[config.mk]
export PLATFORM = sky130hd
export DESIGN_NAME = axi_master_rd_engine
export DESIGN_NICKNAME = d
export VERILOG_FILES = /design/src/rtl/axi_rd_pkg.sv /design/src/rtl/axi_rd_tracker_fifo.sv /design/src/rtl/axi_master_rd_engine.sv
export SDC_FILE = /design/constraint.sdc
export NUM_CORES = 1
export LEC_CHECK = 0
export BUFFER_PORTS_ARGS = -buffer_cell sky130_fd_sc_hd__buf_2
export CAP_MARGIN = 20
export CORE_ASPECT_RATIO = 0.8
export CORE_UTILIZATION = 40
export DETAILED_ROUTE_END_ITERATION = 7
export HOLD_SLACK_MARGIN = 0.05
export PLACE_DENSITY = 0.7
export SYNTH_ARGS = -nofsm -noshare
export SYNTH_HDL_FRONTEND = slang
export SYNTH_HIERARCHICAL = 1
export SYNTH_SLANG_ARGS = --single-unit
[constraint.sdc]
create_clock -name AClk -period 3.2 [get_ports AClk]
set_clock_uncertainty 0.2 [all_clocks]
set_input_delay 0.16 -clock AClk [delete_from_list [all_inputs] [get_ports AClk]]
set_output_delay 0.16 -clock AClk [all_outputs]
set_load 0.02 [all_outputs]
[src/rtl/axi_rd_pkg.sv]
// Shared types and constants for the AXI read master engine.
package axi_rd_pkg;

  localparam int unsigned ID_W_MAX = 16;

  localparam logic [1:0] BURST_FIXED = 2'b00;
  localparam logic [1:0] BURST_INCR  = 2'b01;
  localparam logic [1:0] BURST_WRAP  = 2'b10;

  localparam logic [1:0] RESP_OKAY   = 2'b00;
  localparam logic [1:0] RESP_EXOKAY = 2'b01;
  localparam logic [1:0] RESP_SLVERR = 2'b10;
  localparam logic [1:0] RESP_DECERR = 2'b11;

  typedef enum logic [0:0] {
    AR_IDLE = 1'b0,
    AR_BUSY = 1'b1
  } ar_state_e;

  // Expected burst shape; id is zero-extended from the instance ID width.
  typedef struct packed {
    logic [ID_W_MAX-1:0] id;
    logic [7:0]          len;
  } trk_entry_t;

endpackage

[src/rtl/axi_rd_tracker_fifo.sv]
// In-order synchronous FIFO holding issued-but-incomplete burst descriptors.
module axi_rd_tracker_fifo #(
  parameter int unsigned DEPTH = 4,
  parameter int unsigned WIDTH = 12
) (
  input  logic             clk,
  input  logic             rst_n,
  input  logic             push,
  input  logic [WIDTH-1:0] wr_data,
  input  logic             pop,
  output logic [WIDTH-1:0] rd_data_c,
  output logic             full_c,
  output logic             empty_c
);

  localparam int unsigned AW = (DEPTH > 1) ? $clog2(DEPTH) : 1;

  logic [WIDTH-1:0] mem [DEPTH];
  logic [AW:0]      wr_ptr;
  logic [AW:0]      rd_ptr;
  logic             do_push;
  logic             do_pop;

  assign full_c  = (wr_ptr[AW] != rd_ptr[AW]) && (wr_ptr[AW-1:0] == rd_ptr[AW-1:0]);
  assign empty_c = (wr_ptr == rd_ptr);
  assign do_push = push && !full_c;
  assign do_pop  = pop && !empty_c;
  assign rd_data_c = mem[rd_ptr[AW-1:0]];

  always_ff @(posedge clk or negedge rst_n) begin
    if (!rst_n) begin
      wr_ptr <= '0;
      rd_ptr <= '0;
    end else begin
      if (do_push) wr_ptr <= wr_ptr + (AW+1)'(1);
      if (do_pop)  rd_ptr <= rd_ptr + (AW+1)'(1);
    end
  end

  // Storage needs no reset: entries are only read once the pointers cover them.
  always_ff @(posedge clk) begin
    if (do_push) mem[wr_ptr[AW-1:0]] <= wr_data;
  end

endmodule

[src/rtl/axi_master_rd_engine.sv]
// Multi-outstanding AXI4 read master: issues AR bursts and checks returning R bursts in order.
module axi_master_rd_engine
  import axi_rd_pkg::*;
#(
  parameter int unsigned ADDR_WIDTH      = 32,
  parameter int unsigned DATA_WIDTH      = 64,
  parameter int unsigned ID_WIDTH        = 4,
  parameter int unsigned MAX_OUTSTANDING = 4
) (
  input  logic                          AClk,
  input  logic                          ARst,
  input  logic                          cmd_valid,
  output logic                          cmd_ready,
  input  logic [ADDR_WIDTH-1:0]         cmd_addr,
  input  logic [ID_WIDTH-1:0]           cmd_id,
  input  logic [7:0]                    cmd_len,
  input  logic [2:0]                    cmd_size,
  input  logic [1:0]                    cmd_burst,
  input  logic [1:0]                    cmd_lock,
  input  logic [3:0]                    cmd_cache,
  input  logic [2:0]                    cmd_prot,
  output logic [ID_WIDTH-1:0]           ARID,
  output logic [ADDR_WIDTH-1:0]         ARADDR,
  output logic [7:0]                    ARLEN,
  output logic [2:0]                    ARSIZE,
  output logic [1:0]                    ARBURST,
  output logic [1:0]                    ARLOCK,
  output logic [3:0]                    ARCACHE,
  output logic [2:0]                    ARPROT,
  output logic                          ARVALID,
  input  logic                          ARREADY,
  input  logic [DATA_WIDTH-1:0]         RDATA,
  input  logic [1:0]                    RRESP,
  input  logic [ID_WIDTH-1:0]           RID,
  input  logic                          RLAST,
  input  logic                          RVALID,
  output logic                          RREADY,
  output logic                          rsp_valid,
  input  logic                          rsp_ready,
  output logic [DATA_WIDTH-1:0]         rsp_data,
  output logic [1:0]                    rsp_resp,
  output logic [ID_WIDTH-1:0]           rsp_id,
  output logic                          rsp_last,
  output logic                          err_last,
  output logic                          err_id,
  output logic [$clog2(MAX_OUTSTANDING):0] outstanding
);

  localparam int unsigned OW    = $clog2(MAX_OUTSTANDING) + 1;
  localparam int unsigned TRK_W = ID_WIDTH + 8;

  ar_state_e             state_q, state_d;
  logic                  arvalid_d;
  logic [ID_WIDTH-1:0]   arid_d;
  logic [ADDR_WIDTH-1:0] araddr_d;
  logic [7:0]            arlen_d;
  logic [2:0]            arsize_d;
  logic [1:0]            arburst_d;
  logic [1:0]            arlock_d;
  logic [3:0]            arcache_d;
  logic [2:0]            arprot_d;

  logic             cmd_ready_c;
  logic             cmd_hs;
  logic             r_hs;
  logic             r_last_hs;
  logic             trk_full;
  logic             trk_empty;
  logic [TRK_W-1:0] trk_rdata;
  trk_entry_t       head;
  logic [8:0]       beat_cnt;

  axi_rd_tracker_fifo #(
    .DEPTH (MAX_OUTSTANDING),
    .WIDTH (TRK_W)
  ) u_tracker (
    .clk       (AClk),
    .rst_n     (ARst),
    .push      (cmd_hs),
    .wr_data   ({cmd_id, cmd_len}),
    .pop       (r_last_hs),
    .rd_data_c (trk_rdata),
    .full_c    (trk_full),
    .empty_c   (trk_empty)
  );

  assign head.id  = ID_W_MAX'(trk_rdata[TRK_W-1:8]);
  assign head.len = trk_rdata[7:0];

  assign cmd_ready_c = (state_q == AR_IDLE) && (outstanding < OW'(MAX_OUTSTANDING)) && !trk_full;
  assign cmd_ready   = cmd_ready_c;
  assign cmd_hs      = cmd_valid && cmd_ready_c;

  // R channel is a zero-latency pass-through gated by the presence of an expected burst.
  assign rsp_valid = RVALID && !trk_empty;
  assign RREADY    = rsp_ready && !trk_empty;
  assign rsp_data  = RDATA;
  assign rsp_resp  = RRESP;
  assign rsp_id    = RID;
  assign rsp_last  = RLAST;
  assign r_hs      = RVALID && RREADY;
  assign r_last_hs = r_hs && RLAST;

  always_comb begin
    state_d   = state_q;
    arvalid_d = ARVALID;
    arid_d    = ARID;
    araddr_d  = ARADDR;
    arlen_d   = ARLEN;
    arsize_d  = ARSIZE;
    arburst_d = ARBURST;
    arlock_d  = ARLOCK;
    arcache_d = ARCACHE;
    arprot_d  = ARPROT;
    case (state_q)
      AR_IDLE: begin
        if (cmd_hs) begin
          arvalid_d = 1'b1;
          arid_d    = cmd_id;
          araddr_d  = cmd_addr;
          arlen_d   = cmd_len;
          arsize_d  = cmd_size;
          arburst_d = cmd_burst;
          arlock_d  = cmd_lock;
          arcache_d = cmd_cache;
          arprot_d  = cmd_prot;
          state_d   = AR_BUSY;
        end
      end
      AR_BUSY: begin
        if (ARREADY) begin
          arvalid_d = 1'b0;
          state_d   = AR_IDLE;
        end
      end
      default: begin
        arvalid_d = 1'b0;
        state_d   = AR_IDLE;
      end
    endcase
  end

  always_ff @(posedge AClk or negedge ARst) begin
    if (!ARst) begin
      state_q <= AR_IDLE;
      ARVALID <= 1'b0;
      ARID    <= '0;
      ARADDR  <= '0;
      ARLEN   <= '0;
      ARSIZE  <= '0;
      ARBURST <= '0;
      ARLOCK  <= '0;
      ARCACHE <= '0;
      ARPROT  <= '0;
    end else begin
      state_q <= state_d;
      ARVALID <= arvalid_d;
      ARID    <= arid_d;
      ARADDR  <= araddr_d;
      ARLEN   <= arlen_d;
      ARSIZE  <= arsize_d;
      ARBURST <= arburst_d;
      ARLOCK  <= arlock_d;
      ARCACHE <= arcache_d;
      ARPROT  <= arprot_d;
    end
  end

  // Burst accounting and in-order shape/ID checking against the tracker head.
  always_ff @(posedge AClk or negedge ARst) begin
    if (!ARst) begin
      outstanding <= '0;
      beat_cnt    <= '0;
      err_last    <= 1'b0;
      err_id      <= 1'b0;
    end else begin
      case ({cmd_hs, r_last_hs})
        2'b10:   outstanding <= outstanding + OW'(1);
        2'b01:   outstanding <= outstanding - OW'(1);
        default: outstanding <= outstanding;
      endcase
      if (r_last_hs)  beat_cnt <= '0;
      else if (r_hs)  beat_cnt <= beat_cnt + 9'd1;
      err_last <= r_hs && (RLAST ? (beat_cnt != {1'b0, head.len})
                                 : (beat_cnt == {1'b0, head.len}));
      err_id   <= r_hs && (ID_W_MAX'(RID) != head.id);
    end
  end

endmodule

# Word-level counts from Yosys, hierarchy flattened

Memories as Yosys holds them, arrays and structs flattened.
Cells that the tools add are included.

Memories: 1
Register bits: 80
Input bits: 135
Output and inout port bits: 138
Logic and storage cells: 64
RAM bits: 48

Add/subtract/negate cells: 5
Multiplexer cells: 12
Equal/unequal tests: 10
Bitwise operators: 1
Order comparisons: 1
Reduce and logical (&&, ||, !) cells: 18

Memory list:

| memory        | depth | width | read ports | clocked after memory_dff | wr ports | line                      | RTL |
|---|---|---|---|---|---|---|---|
| u_tracker.mem | 4     | 12    | 1          | 0                        | 1        | axi_rd_tracker_fifo.sv:18 | `logic [WIDTH-1:0] mem [DEPTH];` |

Operator list:

| cell                                              | number |
|---|---|
| two-way mux 9 bit                                 | 2 |
| logical AND 1 bit                                 | 12 |
| adder 3 x 1 -> 3 bit, second input constant       | 3 |
| adder 9 x 1 -> 9 bit, second input constant       | 1 |
| == test 9 x 8 -> 1 bit                            | 1 |
| != test 9 x 8 -> 1 bit                            | 1 |
| two-way mux 1 bit                                 | 7 |
| one-hot mux 3 bit (2 select lines)                | 1 |
| != test 2 bit, second input constant              | 2 |
| != test 4 bit                                     | 1 |
| one-hot mux 1 bit (2 select lines)                | 2 |
| AND reduction 2 bit                               | 2 |
| nonzero test 2 bit                                | 2 |
| == test 3 bit                                     | 1 |
| less-than comparator 3 bit, second input constant | 1 |
| subtractor 3 x 1 -> 3 bit, second input constant  | 1 |
| == test 2 x 1 -> 1 bit, second input constant     | 1 |
| == test 2 bit                                     | 1 |
| == test 2 bit, second input constant              | 1 |
| zero test 1 bit                                   | 2 |
| != test 1 bit                                     | 1 |
| inverter 1 bit                                    | 1 |

# Longest topological paths before layout

Depth after elaboration: 8
Depth in mapped cells: 12
Gate-level depth less buffers: 10

# Modules after synthesis

Netlist, hierarchy kept.

By module, submodules not included:

| module               | instances | cells each | area each (um^2) | sequential area each (um^2) |
|---|---|---|---|---|
| axi_master_rd_engine | 1         | 409        | 3654.8           | 1851.8 |
| axi_rd_tracker_fifo  | 1         | 112        | 2204.6           | 1591.5 |

# Least setup slack after synthesis

No wires, ideal clock.

Path type: reg-to-reg
From: reg u_tracker.rd_ptr[0]
To: reg outstanding[2]
Setup slack: 340 ps
Buffers on the path: 2
Cell stages (with the launch flop): 13
Data arrival time: 2527 ps
Clock period less this slack: 2860 ps
Required time: 2868 ps
Cell sequence: dfrtp_1 -> buf_2 -> xnor2_1 -> nand3_1 -> inv_1 -> nor3_2 -> nand2_2 -> buf_2 -> ha_1 -> fa_1 -> xnor2_1 -> nor2_1 -> xor2_1

Word-level cells in the longest chain between the ends: 7

Ends and longest elaborated chain:

| item                                                                            | line                        | RTL |
|---|---|---|
| from (decl)                                                                     | axi_rd_tracker_fifo.sv:20   | `logic [AW:0] rd_ptr;` |
| from (signal assigned)                                                          | axi_rd_tracker_fifo.sv:36   | `if (do_pop) rd_ptr <= rd_ptr + (AW+1)'(1);` |
| == test 2 bit (*)                                                               | axi_rd_tracker_fifo.sv:24   | `assign full_c = (wr_ptr[AW] != rd_ptr[AW]) && (wr_ptr[AW-1:0] == rd_ptr[AW-1:0]);` |
| logical AND 1 bit (*)                                                           | axi_rd_tracker_fifo.sv:24   |  |
| named net trk_full                                                              | axi_master_rd_engine.sv:67  | `logic trk_full;` |
| zero test 1 bit (*)                                                             | axi_master_rd_engine.sv:90  | `assign cmd_ready_c = (state_q == AR_IDLE) && (outstanding < OW'(MAX_OUTSTANDING)) && !trk_full;` |
| logical AND 1 bit (*)                                                           | axi_master_rd_engine.sv:90  |  |
| named net cmd_ready                                                             | axi_master_rd_engine.sv:13  | `output logic cmd_ready,` |
| logical AND 1 bit (*)                                                           | axi_master_rd_engine.sv:92  | `assign cmd_hs = cmd_valid && cmd_ready_c;` |
| == test 2 x 1 -> 1 bit / == test 2 bit (equally long branches)                  | axi_master_rd_engine.sv:177 | `case ({cmd_hs, r_last_hs})` |
| one-hot mux 3 bit (2 select lines) / nonzero test 2 bit (equally long branches) | n/a                         |  |
| to (signal assigned)                                                            | axi_master_rd_engine.sv:178 | `2'b10: outstanding <= outstanding + OW'(1);` |
| to (signal assigned)                                                            | axi_master_rd_engine.sv:179 | `2'b01: outstanding <= outstanding - OW'(1);` |
| to (signal assigned)                                                            | axi_master_rd_engine.sv:180 | `default: outstanding <= outstanding;` |
| to (decl)                                                                       | axi_master_rd_engine.sv:46  | `output logic [$clog2(MAX_OUTSTANDING):0] outstanding` |

The timed path passes the listed nets; every way through them passes the cells marked *.
A chain may end at the register's enable or synchronous reset.

# Worst setup path in the final report

From: reg u_tracker.rd_ptr[0]
To: reg outstanding[1]

Word-level cells in the longest chain between the ends: 7

Ends and longest elaborated chain:

| item                                                                            | line |
|---|---|
| == test 2 bit (*)                                                               | axi_rd_tracker_fifo.sv:24 |
| logical AND 1 bit (*)                                                           | axi_rd_tracker_fifo.sv:24 |
| named net trk_full                                                              | axi_master_rd_engine.sv:67 |
| zero test 1 bit (*)                                                             | axi_master_rd_engine.sv:90 |
| logical AND 1 bit (*)                                                           | axi_master_rd_engine.sv:90 |
| logical AND 1 bit (*)                                                           | axi_master_rd_engine.sv:92 |
| == test 2 x 1 -> 1 bit / == test 2 bit (equally long branches)                  | axi_master_rd_engine.sv:177 |
| one-hot mux 3 bit (2 select lines) / nonzero test 2 bit (equally long branches) | n/a |

Marks and branches as above.

==> metrics list <==
* Outcome: complete, no violations
- Number of rows in the core area: 39
* CTS sink cnt: 128
* Number of max-slew violations in the final report: 0
- Clock root buffer: clkbuf_16
- Dividing the detail-routed via count by the number of cells gives approximately 4.7.
- Critical-path maximum fanout: 14
* Global-route total usage across every layer: 19.1%
- Routability-driven placement finished with a final weighted congestion of 0.869.
- Area after DPL: 6210 um^2
- DP HPWL: approximately 8.1 mm
* Power Density: around 960 nW/um^2
- Static timing analysis puts the maximum clock frequency at 0.361 GHz.
* Summed area of non-filler cells in the final layout: approximately 7500 um^2
- WS Path Type: register to register
- Summing every instance area after synthesis gives 5860 um^2.
- Core Footprint: 14300 um^2
- Violation count after the first detailed-routing iteration: roughly 230
* Critical path required time: roughly 3.3 ns
* Top Usage Layer GRT: met2
* Initial cell density of the core: 41.0%
* Final antenna-violating net count: 0
- PnR worst setup slack: 0.432 ns
- For this run, global-route usage on met2 was measured as about a third.
* Total congestion overflow: 0
- Share of layout cells above drive strength 1: approximately 29%
* Post-detailed-routing wire length: 13.0 mm
* TritonRoute pass-1 iters: 4
- Commonest non-fill, non-tap cell in the layout: nand2_1
* Final net count: approximately 810
- For the final routed database, the setup TNS stands at 0 ns.
- Die footprint: about 15000 um^2
* Die Width: 137 um
* Setup repair after global routing missed its margin: no
- Number of design rule violations left after detail routing: 0
- In this run the tightest slew margin relative to its limit is 59.1%.
- Largest vdd supply drop: 0.461 mV
- In this run, CTS created clock tree buffers numbering 17.
- Synth Flop Type: dfrtp_1
- In the final layout, flip-flops and latches occupy roughly 3400 um^2.
* Area growth from synthesis to final layout: 27.7%
- Setup violations remaining at the end of the flow were counted as 0.
- Initial antenna violation count: 0
- Vias: around 4000
- STA classifies the critical path startpoint as a register.
- Total of fill cells in the finished design: 1227
- Final clock period utilization by the worst path: between 80% and 90%
- Number of primary I/O pins: 273
- Clock tree from TritonCTS: yes
* IO buf count: 140
* Synthesized area per cell: 11.2 um^2
- Area of the multi-input gates: between 1500 and 2000 um^2
* Number of enable-type register cells in the synthesized netlist: 48
- Worst-margin pin slew: roughly 0.61 ns
- Routed wire length per instance: 15.0 um
- Global routing consumed, on the met1 layer, 22.9% of the routing resources.
- Number of library cell types mapped by synthesis: 41
- STA classifies the critical path endpoint as a register.
- Worst setup slack before clock tree synthesis: around 0.42 ns
- Met3 Usage GRT: 5.17%
* Max capacitance violation total: 0
- Count of antenna diodes in the layout: 0
* Clk Latency, worst-skew pair: slightly above 0.4 ns
* Top library cells by usage in the layout, fill and taps aside: nand2_1 (184), buf_2 (139), dfrtp_1 (80)
- Clock-pin slew on the worst setup and hold paths: around 0.050 ns
- Via count of the first global-routing pass: 4411
* Wire length of the first global-routing pass: 21.5 mm
- Portion of the post-synthesis area used by sequential elements: 58.8%
* Post-synth ARST share: 62.5%
- Time the final worst path needs with I/O delays and setup: 2.77 ns
- Entering global routing, the biggest net connects 81 pins.
- When the netlist entered floorplanning its net count stood at 664.
- The analysis attributes to cell leakage a power of 0.00350 uW.
- Synth Warn #: 6
- In this run the worst hold path is classified as input pin to output port.
* CTS H-tree depth: 4
- Post-CTS setup repair buffer count: 0
- Maximum count of clock buffers along a single path: 2
- Arrival time worst endpoint: between 2 and 3 ns
- The die is 110 um tall.
* Cell count after synthesis: 521
* Seq cells post-synth: 128
- The number of hold violations in the final report came to 0.
[worst max-delay path, stage by stage (launching register included)]
cell and delay (ns):
dfrtp_1 0.42, buf_4 0.24, xnor2_1 0.38, nand3_1 0.22, inv_1 0.11, nor3_2 0.05
nand2_2 0.09, ha_1 0.22, fa_1 0.44, mux2_2 0.27
[cell families (layout without fill, tap and decap cells)]
group	Yosys count	count (layout)	synth area share, %
compound gates	24	24	2.65
xor+xnor	26	26	4.14
fa+ha+maj	8	8	1.84
buf+inv	97	259	11.4
flops	128	128	58.8
mux	17	17	5.53
simple gates	221	221	15.7
[registers in the layout (all words and copies together) (netlist names), 3 cells and up]
register	count
ARCACHE	4
ARSIZE	3
ARLEN	8
ARID	4
ARPROT	3
u_tracker/wr_ptr	3
ARADDR	32
beat_cnt	9
outstanding	3
u_tracker/rd_ptr	3
u_tracker/mem	48
[cell usage after synthesis, types with 7 or more instances]
master / number / share of area (%)
ha_1: 7 / 1.5
nand2_1: 184 / 12
xnor2_1: 20 / 3.0
buf_4: 77 / 9.9
dfrtp_1: 80 / 34
mux4_2: 12 / 4.6
inv_1: 7 / 0.45
clkbuf_1: 7 / 0.45
nor2_1: 9 / 0.58
a21oi_1: 7 / 0.60
edfxtp_1: 48 / 25
[layout make-up]
type,count,area share [%]
Inverter,8,0.401
Clock buffer,22,5.94
Clock inverter,10,1.19
Tap cell,184,3.08
Multi-Input combinational cell,296,23.4
Timing Repair Buffer,219,20.0
Sequential cell,128,46.0
[report_power, final]
group	internal [uW]	total (uW)	switching [uW]
sequential	2260	2640	381
combinational	1080	2780	1700
clock	1060	1740	677
total	4400	7150	2760
[through the flow]
stage	hold WS (ns)	std cells	total power [uW]	util, %
3_5_place_dp	0.120	763	5360	43.4
4_1_cts	0.120	865	7210	52.1
3_3_place_gp	0.120	763	5250	43.4
5_1_grt	0.120	867	7650	52.3
2_1_floorplan	-0.336	521	4620	-
6_report	0.120	867	7150	52.3
[routing by layer]
| layer | vias to the layer above | part of all wire [%] |
|---|---|---|
| met5 | - | 0 |
| met4 | 0 | 1.9 |
| met3 | 30 | 4.9 |
| met2 | 141 | 50 |
| met1 | 1927 | 43 |
| li1 | 1934 | - |
[what timing repair did]
| item | CTS | global route |
|---|---|---|
| hold buffers | 70 | 1 |
| endpoints found under the hold margin | 199 | 17 |
| gates resized for setup | 0 | 0 |
[worst paths after layout]
check / start / cells after the start / slack (ns) / endpoint
max in group asynchronous: ARst / 4 / 1.68 / ARLEN[7]
setup / recovery: u_tracker/rd_ptr[0] / 9 / 0.43 / outstanding[1]
hold / removal: RDATA[14] / 0 / 0.12 / rsp_data[14]
hold reg to reg: ARID[0] / 2 / 0.26 / ARID[0]
setup reg to reg: u_tracker/rd_ptr[0] / 9 / 0.43 / outstanding[1]
min in group asynchronous: ARst / 3 / 0.52 / beat_cnt[1]
Note: power is estimated with default switching activity, not from simulation.
